==> config.mk <==
export PLATFORM = sky130hd
export DESIGN_NAME = inv_mix_columns_iter
export DESIGN_NICKNAME = d
export VERILOG_FILES = /design/src/rtl/inv_mix_columns_iter_pkg.sv /design/src/rtl/inv_mix_column.sv /design/src/rtl/inv_mix_columns_iter.sv
export SDC_FILE = /design/constraint.sdc
export NUM_CORES = 1
export LEC_CHECK = 0
export ABC_AREA = 1
export BUFFER_PORTS_ARGS = -buffer_cell sky130_fd_sc_hd__buf_4
export CAP_MARGIN = 25
export CORE_ASPECT_RATIO = 0.8
export CORE_MARGIN = 2
export CORE_UTILIZATION = 35
export CTS_CLUSTER_SIZE = 30
export DETAILED_ROUTE_END_ITERATION = 10
export GPL_TIMING_DRIVEN = 0
export PLACE_DENSITY = 0.52
export SLEW_MARGIN = 20
export SYNTH_ARGS = -nofsm -noshare
export SYNTH_HDL_FRONTEND = slang
export SYNTH_SLANG_ARGS = --single-unit
export TNS_END_PERCENT = 1
==> constraint.sdc <==
create_clock -name clk -period 3.2 [get_ports clk]
set_input_delay 0.32 -clock clk [delete_from_list [all_inputs] [get_ports clk]]
set_output_delay 0.32 -clock clk [all_outputs]
set_load 0.01 [all_outputs]
==> src/rtl/inv_mix_columns_iter_pkg.sv <==
// Shared decipher types: byte/column/state views of the AES state, FSM encoding,
// and the xtime / column-slice helpers used by the InvMixColumns engine.
package inv_mix_columns_iter_pkg;

  typedef logic [7:0] byte_t;
  // Element 0 sits in the MSBs so a column slice maps straight onto row 0..3.
  typedef byte_t [0:3] column_t;
  typedef logic [127:0] state_t;

  localparam byte_t AES_POLY = 8'h1b;

  typedef enum logic [1:0] {
    ST_IDLE,
    ST_BUSY,
    ST_DONE
  } fsm_t;

  function automatic byte_t xtime(input byte_t b);
    return {b[6:0], 1'b0} ^ (b[7] ? AES_POLY : 8'h00);
  endfunction

  function automatic column_t get_col(input state_t s, input logic [1:0] c);
    return column_t'(s[127 - 32 * int'(c) -: 32]);
  endfunction

  function automatic state_t set_col(input state_t s, input logic [1:0] c, input column_t v);
    state_t r;
    r = s;
    r[127 - 32 * int'(c) -: 32] = v;
    return r;
  endfunction

endpackage

==> src/rtl/inv_mix_column.sv <==
// Combinational InvMixColumns on a single column; constant multipliers are
// xtime chains (x2, x4, x8) combined by XOR, no tables.
module inv_mix_column
  import inv_mix_columns_iter_pkg::*;
(
  input  column_t col_i,
  output column_t col_o
);

  byte_t x2 [4];
  byte_t x4 [4];
  byte_t x8 [4];
  byte_t m9 [4];
  byte_t mb [4];
  byte_t md [4];
  byte_t me [4];

  always_comb begin
    for (int i = 0; i < 4; i++) begin
      x2[i] = xtime(col_i[i]);
      x4[i] = xtime(x2[i]);
      x8[i] = xtime(x4[i]);
      m9[i] = x8[i] ^ col_i[i];
      mb[i] = x8[i] ^ x2[i] ^ col_i[i];
      md[i] = x8[i] ^ x4[i] ^ col_i[i];
      me[i] = x8[i] ^ x4[i] ^ x2[i];
    end
    // Circulant matrix: row r weights are 0e,0b,0d,09 rotated right by r.
    for (int r = 0; r < 4; r++) begin
      col_o[r] = me[r] ^ mb[(r + 1) % 4] ^ md[(r + 2) % 4] ^ m9[(r + 3) % 4];
    end
  end

endmodule

==> src/rtl/inv_mix_columns_iter.sv <==
// Iterative AES InvMixColumns: result valid 4/COLS_PER_CYCLE edges after accept.
// Output held stable until out_ready; a new state is taken in the same cycle the result drains.
module inv_mix_columns_iter
  import inv_mix_columns_iter_pkg::*;
#(
  parameter int COLS_PER_CYCLE = 1
) (
  input  logic         clk,
  input  logic         rst,
  input  logic         in_valid,
  output logic         in_ready,
  input  logic [127:0] in_state,
  output logic         out_valid,
  input  logic         out_ready,
  output logic [127:0] out_state,
  output logic         busy
);

  localparam logic [1:0] STEP     = 2'(COLS_PER_CYCLE);
  localparam logic [1:0] LAST_GRP = 2'(4 - COLS_PER_CYCLE);

  fsm_t       fsm_q, fsm_d;
  state_t     data_q, data_d;
  logic [1:0] cnt_q, cnt_d;

  column_t col_in  [COLS_PER_CYCLE];
  column_t col_out [COLS_PER_CYCLE];

  for (genvar g = 0; g < COLS_PER_CYCLE; g++) begin : g_col
    assign col_in[g] = get_col(data_q, cnt_q + 2'(g));
    inv_mix_column u_col (
      .col_i(col_in[g]),
      .col_o(col_out[g])
    );
  end

  assign in_ready  = (fsm_q == ST_IDLE) || ((fsm_q == ST_DONE) && out_ready);
  assign out_valid = (fsm_q == ST_DONE);
  assign busy      = (fsm_q == ST_BUSY);
  assign out_state = data_q;

  always_comb begin
    fsm_d  = fsm_q;
    data_d = data_q;
    cnt_d  = cnt_q;
    case (fsm_q)
      ST_IDLE: begin
        if (in_valid) begin
          data_d = in_state;
          cnt_d  = 2'd0;
          fsm_d  = ST_BUSY;
        end
      end
      ST_BUSY: begin
        for (int g = 0; g < COLS_PER_CYCLE; g++) begin
          data_d = set_col(data_d, cnt_q + 2'(g), col_out[g]);
        end
        cnt_d = cnt_q + STEP;
        if (cnt_q == LAST_GRP) begin
          cnt_d = 2'd0;
          fsm_d = ST_DONE;
        end
      end
      ST_DONE: begin
        if (out_ready) begin
          if (in_valid) begin
            data_d = in_state;
            cnt_d  = 2'd0;
            fsm_d  = ST_BUSY;
          end else begin
            fsm_d  = ST_IDLE;
          end
        end
      end
      default: fsm_d = ST_IDLE;
    endcase
  end

  always_ff @(posedge clk) begin
    if (rst) begin
      fsm_q  <= ST_IDLE;
      data_q <= '0;
      cnt_q  <= 2'd0;
    end else begin
      fsm_q  <= fsm_d;
      data_q <= data_d;
      cnt_q  <= cnt_d;
    end
  end

endmodule

# After elaboration in Yosys (flattened, before gate mapping)
# Cells that the tools add are included.
[classes]
addsub = 3
eq_ne = 6
n_shift = 3
n_mux = 25
n_bitwise = 48
n_reduce_logical = 6
[op_table]
columns = ["op", "n"]
rows = [
  ["case mux 128 bit (3 select lines)", 1],
  ["bitwise XOR 8 bit", 48],
  ["two-way mux 128 bit", 2],
  ["variable shift 32 x 33 -> 159 bit (first input constant)", 1],
  ["variable part select 159 x 8 -> 32 bit", 1],
  ["variable part select 32 x 33 -> 159 bit", 1],
  ["bitwise mux 128 bit", 1],
  ["two-way mux 5 bit", 12],
  ["negator 8 -> 33 bit", 1],
  ["two-way mux 2 bit", 6],
  ["case mux 2 bit (3 select lines)", 2],
  ["subtractor 7 x 7 -> 8 bit (first input constant)", 1],
  ["equality test 2 bit (second input constant)", 2],
  ["!= test 2 x 1 -> 1 bit (second input constant)", 2],
  ["AND reduction 3 bit", 1],
  ["nonzero test 3 bit", 1],
  ["adder 2 x 1 -> 2 bit (second input constant)", 1],
  ["equality test 2 x 1 -> 1 bit (second input constant)", 1],
  ["logical NOT 2 bit", 1],
  ["!= test 2 bit (second input constant)", 1],
  ["AND reduction 2 bit", 1],
  ["logical AND 1 bit", 1],
  ["logical OR 1 bit", 1],
  ["two-way mux 1 bit", 1],
]
[word_totals]
regBits = 132
in_bits = 132
output_inout_bits = 131
elab_cells = 94

# Logic depth before layout (Yosys ltp)
[depth]
depth_word = 16
mapped_depth = 21
mapped_depth_nobuf = 19

# Hierarchy
# A second synthesis with hierarchy kept.
[hier_totals]
hier_cells = 2367
hier_area_um2 = 12917.4
[by_module_without_submodules]
columns = ["module", "n_inst", "cells_each", "area_per_inst_um2", "seq_area_each_um2"]
rows = [
  ["inv_mix_columns_iter", 1, 1591, 8747.1, 2642.5],
  ["inv_mix_column", 1, 776, 4170.2, 0.0],
]

# Least setup slack after synthesis
# Ideal clock, no wire load.
[synth_timing]
kind = "register -> register"
from = "reg cnt_q[0]"
to = "reg data_q[104] (netlist: out_state[104])"
setup_time_ns = 0.070
arrival_time_ns = 2.451
required_ns = 3.130
path_slack_ns = 0.679
path_stages_with_launch = 13
n_path_buf = 6
period_less_slack_ns = 2.521
cell_sequence = "dfxtp_1 -> buf_6 -> inv_8 -> buf_6 -> buf_6 -> clkbuf_1 -> clkbuf_1 -> ha_1 -> inv_1 -> nor3_1 -> clkbuf_1 -> nand4_1 -> a21oi_1"
[synth_via]
elab_chain_cells = 14
word_cells_on_any_way = 67
classes_between = "add/sub (2); shift (3); mux (14); bitwise (48)"
[synth_rtl]
columns = ["item", "line", "source"]
rows = [
  ["start: declaration", "inv_mix_columns_iter.sv:24", "logic [1:0] cnt_q, cnt_d;"],
  ["start signal: assignment", "inv_mix_columns_iter.sv:87", "cnt_q <= cnt_d;"],
  ["subtractor 7 x 7 -> 8 bit *", "inv_mix_columns_iter_pkg.sv:23, inv_mix_columns_iter_pkg.sv:29", ""],
  ["variable part select 159 x 8 -> 32 bit", "inv_mix_columns_iter_pkg.sv:23", "return column_t'(s[127 - 32 * int'(c) -: 32]);"],
  ["bitwise XOR 8 bit or two-way mux 5 bit (tied branches) (2 in a row)", "inv_mix_columns_iter_pkg.sv:19", "return {b[6:0], 1'b0} ^ (b[7] ? AES_POLY : 8'h00);"],
  ["two-way mux 5 bit or bitwise XOR 8 bit (tied branches)", "inv_mix_columns_iter_pkg.sv:19", ""],
  ["bitwise XOR 8 bit", "inv_mix_columns_iter_pkg.sv:19", ""],
  ["bitwise XOR 8 bit, on equally long branches", "inv_mix_column.sv:25, inv_mix_column.sv:26, inv_mix_column.sv:24", ""],
  ["bitwise XOR 8 bit, on equally long branches", "inv_mix_column.sv:26, inv_mix_column.sv:24", ""],
  ["bitwise XOR 8 bit (3 in a row)", "inv_mix_column.sv:30", "col_o[r] = me[r] ^ mb[(r + 1) % 4] ^ md[(r + 2) % 4] ^ m9[(r + 3) % 4];"],
  ["variable part select 32 x 33 -> 159 bit", "inv_mix_columns_iter_pkg.sv:29", "r[127 - 32 * int'(c) -: 32] = v;"],
  ["bitwise mux 128 bit *", "inv_mix_columns_iter_pkg.sv:29", ""],
  ["case mux 128 bit (3 select lines) *", "inv_mix_columns_iter.sv:46", "case (fsm_q)"],
  ["end signal: assignment", "inv_mix_columns_iter.sv:86", "data_q <= data_d;"],
  ["end: declaration", "inv_mix_columns_iter.sv:23", "state_t data_q, data_d;"],
]
# Mark *: on every way between the ends. The rest lies on a longest branch, timed or not.
# A chain may end at the register's enable or synchronous reset.

# Worst setup path after layout
[layout_timing]
from = "reg fsm_q[0]"
to = "reg data_q[24] (netlist: out_state[24])"
[layout_via]
elab_chain_cells = 3
word_cells_on_any_way = 7
classes_between = "eq/ne (3); mux (1); reduce/logical (3)"
[layout_rtl]
columns = ["item", "line", "source"]
rows = [
  ["start: declaration", "inv_mix_columns_iter.sv:22", "fsm_t fsm_q, fsm_d;"],
  ["start signal: assignment", "inv_mix_columns_iter.sv:85", "fsm_q <= fsm_d;"],
  ["equality test 2 bit (tied with other cells)", "inv_mix_columns_iter.sv:46", ""],
  ["!= test 2 x 1 -> 1 bit (no line) or nonzero test 3 bit (tied branches)", "--", ""],
  ["AND reduction 2 bit (no line)", "--", ""],
]
# Several ways; a longest one is shown, not always the timed one.

==> results by stage <==
Floorplan:
- The die span in x is roughly 210 µm.
- After floorplanning, the core was divided into 59 placement rows.
- For this design the top-level I/O count stands at between 200 and 300.
- The height of the chip is around 170 µm.
- The area of the core is around 32,000 µm².
- Once the floorplan was initialized, standard cells occupied about a third of the core.
- The die footprint is roughly 34,000 µm².

Placement:
- Summed over all nets, the half-perimeter wirelength after detailed placement is between 50 and 60 mm.
- The port buffer count is 262.
- At the end of routability-driven placement, the weighted congestion stood at ~0.97.
- In this run the cell area measured after placement is between 10,000 and 15,000 µm².

Power and ir drop:
- IR analysis of the VDD net gives a maximum drop of a little over 0.4 mV.
- The clock network burns 17.1% of the power.
- Net switching is 55.9% of the power.
- The share of power burned in combinational logic is ~66%.
- The total power per unit cell area is ~860 nW/µm².
- The standby leakage power is 6.84 nW.
- For this design the total switching power over the nets is 7.10 mW.
- Internal power comes to around 5.6 mW.
- The register share of total power is 16.8%.

Final layout:
- After routing the design area is about 15,000 µm².
- The number of filler instances in the final layout is around 3,500.
- In the final design database the tool counted 2,265 nets.
- Relative to the synthesized area, the layout overhead comes to 29.1%.
- The share of layout cells above drive strength 1 is 22.1%.

Status:
- The run finished, with violations left.
- The final reports fail on setup timing.

Timing:
- Clock skew on the completed layout was measured at a little over 0.01 ns.
- The highest attainable clock frequency is between 0.3 and 0.4 GHz.
- Setup repair after global routing could not meet its margin everywhere.
- The number of endpoints failing setup at the final stage is 13.
- The relative slew slack is about 18%.
- The number of pins exceeding their max-slew limit in the final report came to 0.
- The final critical path takes up 103% of the cycle.
- The post-route setup TNS is -0.501 ns.
- The smallest clock period supported by the final layout is computed as 3.30 ns.
- For the pin with the worst max-slew slack, the measured transition is ~1.2 ns.
- The final number of hold-violating endpoints is 0.
- Across all setup checks in the final design, the least slack found is -0.0977 ns.

Yosys:
- Summing every instance area after synthesis gives 11,400 µm².
- After synthesis the netlist holds a flip-flop and latch count of approximately 130.
- The Yosys warning count is 0.
- The number of different library cells used by synthesis comes to 35.
- The share of the Yosys chip area taken by registers is between 20% and 30%.
- In the synthesized netlist, the number of instances is 1,846.
- When the netlist entered floorplanning its net count stood at about 2,000.
- The average cell area after synthesis is just over 6 µm².

Clocking:
- After clock tree synthesis, the clock-pin slew on the worst setup and hold paths is ~0.06 ns.
- The source-to-sink clock delay at the later pin of the worst-skew pair is 0.45 ns.
- The number of buffers on the longest clock path is 2.
- TritonCTS built the clock tree.
- The TritonCTS buffer count is 17.
- The count of hold buffers inserted by post-cts repair is 0.
- The clock root buffer master is sky130_fd_sc_hd__clkbuf_16.
- The H-tree generated during clock tree synthesis spans 4 levels.
- Clock tree synthesis found a total of roughly 130 sinks.

Detailed routing:
- The overall routed net length is 70.1 mm.
- The first-pass iteration count of the detailed router is 7.
- The count of vias placed by the detailed router is 15,200.
- The antenna violation net count after detailed routing is 0.
- The detailed router finished its first iteration with around 2,200 violations.
- The post-detailed-route via-to-cell ratio is 5.91.
- After detailed routing, the number of remaining DRC violations is 0.
- In the final routed layout, each cell accounts on average for about 27 µm.

Global route:
- The number of antenna violations at the first check in global routing is 0.
- The first-pass GRT wire length is 96.0 mm.
- Entering global routing, the biggest net connects 20 pins.
- After global routing the overflow that remains totals 0.
- For this run, the total global-route usage over all layers was measured as between 40 and 50%.
- The number of global-route vias before repair is around 13,000.

Setup path:
- The category of the critical setup timing path is flop to flop.
- The critical path required time is roughly 3.6 ns.
- Of all nets on the critical path, the largest fanout is 10.
- The nature of the critical path endpoint is a flop.
- The startpoint type of the worst setup path is a flop.
- For the worst setup path, the data arrival time is between 3 and 4 ns.

Run:
- The tool flagged a number of max-cap violations equal to 0.

Hold path:
- The tightest min-delay check is of the input port to flop type.
through the flow:
step	std cells	hold slack [ns]	utilization, %	power, mW	worst slack [ns]
after global routing	2567	0.0705	45.5	13.2	-0.0179
after global placement	2535	0.518	43.0	10.0	-0.937
after detailed placement	2535	0.526	43.0	10.1	-0.982
final	2568	0.0712	45.5	12.7	-0.0977
after floorplan	1846	0.389	-	6.90	0.679
after CTS	2564	0.0691	45.0	12.2	0.0134
timing repair:
item / in CTS / in global routing
resized for setup: 9 / 43
pin swaps: 0 / 2
endpoints found under the setup margin: 69 / 74
buffers inserted: 0 / 3
sequential cells by signal, summed over array words and instances, names as in the netlist:
name,flops
out_state,128
cnt_q,2
fsm_q,2
kinds of logic after synthesis:
group	Yosys count	synth area share (%)
flops	132	23.2
buf+inv	193	7.68
compound gates	396	17.5
fa+ha+maj	4	0.439
simple gates	994	40.5
xor+xnor	127	10.7
placed cells by master, fill, tap and decap left out, types with 4 or more instances in the layout:
master | netlist | final
sky130_fd_sc_hd__xnor2_1 | 43 | 43
sky130_fd_sc_hd__nand4_1 | 79 | 79
sky130_fd_sc_hd__nand3b_1 | 6 | 6
sky130_fd_sc_hd__clkbuf_16 | 0 | 17
sky130_fd_sc_hd__buf_1 | 10 | 10
sky130_fd_sc_hd__or2_1 | 5 | 5
sky130_fd_sc_hd__xor2_1 | 72 | 69
sky130_fd_sc_hd__clkinv_2 | 0 | 4
sky130_fd_sc_hd__o21ai_0 | 128 | 128
sky130_fd_sc_hd__clkbuf_1 | 68 | 63
sky130_fd_sc_hd__a21oi_2 | 0 | 4
sky130_fd_sc_hd__nand2_4 | 15 | 22
sky130_fd_sc_hd__a21oi_1 | 263 | 259
sky130_fd_sc_hd__nor2_1 | 9 | 9
sky130_fd_sc_hd__buf_6 | 14 | 14
sky130_fd_sc_hd__nand3_2 | 13 | 14
sky130_fd_sc_hd__dfxtp_1 | 132 | 132
sky130_fd_sc_hd__bufinv_16 | 0 | 4
sky130_fd_sc_hd__nand2_1 | 580 | 567
sky130_fd_sc_hd__buf_4 | 8 | 273
sky130_fd_sc_hd__xnor2_2 | 8 | 8
sky130_fd_sc_hd__inv_1 | 76 | 74
sky130_fd_sc_hd__nand3_1 | 212 | 211
sky130_fd_sc_hd__clkbuf_2 | 0 | 4
sky130_fd_sc_hd__nand2_2 | 67 | 73
sky130_fd_sc_hd__ha_1 | 4 | 4
sky130_fd_sc_hd__inv_2 | 10 | 11
power groups by stage:
| stage | Sequential, mW | Clock (mW) | Combinational (mW) |
|---|---|---|---|
| 2_1_floorplan | 2.13 | 0 | 4.77 |
| 3_3_place_gp | 2.16 | 0 | 7.85 |
| 3_5_place_dp | 2.15 | 0 | 7.90 |
| 4_1_cts | 2.12 | 2.14 | 7.97 |
| 5_1_grt | 2.14 | 2.21 | 8.87 |
| 6_report | 2.14 | 2.17 | 8.39 |
cell type report:
type / count / area, µm² / area share [%]
diodes: 1 / 2.50 / 0.0170
clock inverters: 10 / 156 / 1.06
plain buffers: 104 / 561 / 3.81
multi-input cells: 1521 / 8030 / 54.6
well taps: 427 / 534 / 3.63
repair buffers: 265 / 1990 / 13.5
inverters: 88 / 344 / 2.34
clock buffers: 20 / 457 / 3.10
flip-flops and latches: 132 / 2640 / 18.0
path summary, 6_finish.rpt:
path,from,to,slack (ns),cells past startpoint
max,fsm_q[0],out_state[24],-0.1,7
min,rst,cnt_q[0],0.07,2
max reg2reg,fsm_q[0],out_state[24],-0.1,7
min reg2reg,out_state[48],out_state[48],0.57,2
Yosys cell counts (all sizes together):
| cell | count | area share [%] |
|---|---|---|
| nand3b | 7 | 0.57 |
| o21ai | 129 | 5.7 |
| ha | 4 | 0.44 |
| nor3 | 4 | 0.18 |
| a21o | 2 | 0.13 |
| dfxtp | 132 | 23 |
| buf | 37 | 2.5 |
| nand2b | 1 | 0.055 |
| nand4 | 79 | 4.3 |
| o21a | 1 | 0.066 |
| a211oi | 1 | 0.066 |
| clkbuf | 68 | 2.2 |
| xnor2 | 53 | 4.9 |
| inv | 88 | 3.0 |
| xor2 | 74 | 5.8 |
| nand3 | 225 | 10 |
| nand2 | 662 | 24 |
| nor2 | 9 | 0.30 |
| or2 | 7 | 0.38 |
| a21oi | 263 | 12 |
layer usage:
layer / track usage (%) / up-vias / wire, µm
met3: 9.18 / 185 / 9850
met2: 56.7 / 1243 / 28200
met4: 15.4 / 0 / 2620
met1: 58.3 / 6992 / 29500
li1: - / 6764 / -
met5: 0 / - / 0
worst max-delay path, stage by stage (launching register included):
cell and delay, ns:
sky130_fd_sc_hd__dfxtp_1 0.32, sky130_fd_sc_hd__inv_1 0.06, sky130_fd_sc_hd__nor2_1 0.45, sky130_fd_sc_hd__inv_2 0.22, sky130_fd_sc_hd__nor3_1 0.97, sky130_fd_sc_hd__clkbuf_1 0.67
sky130_fd_sc_hd__nand4_1 0.31, sky130_fd_sc_hd__a21oi_1 0.21
Power figures use the tool's default switching activity.
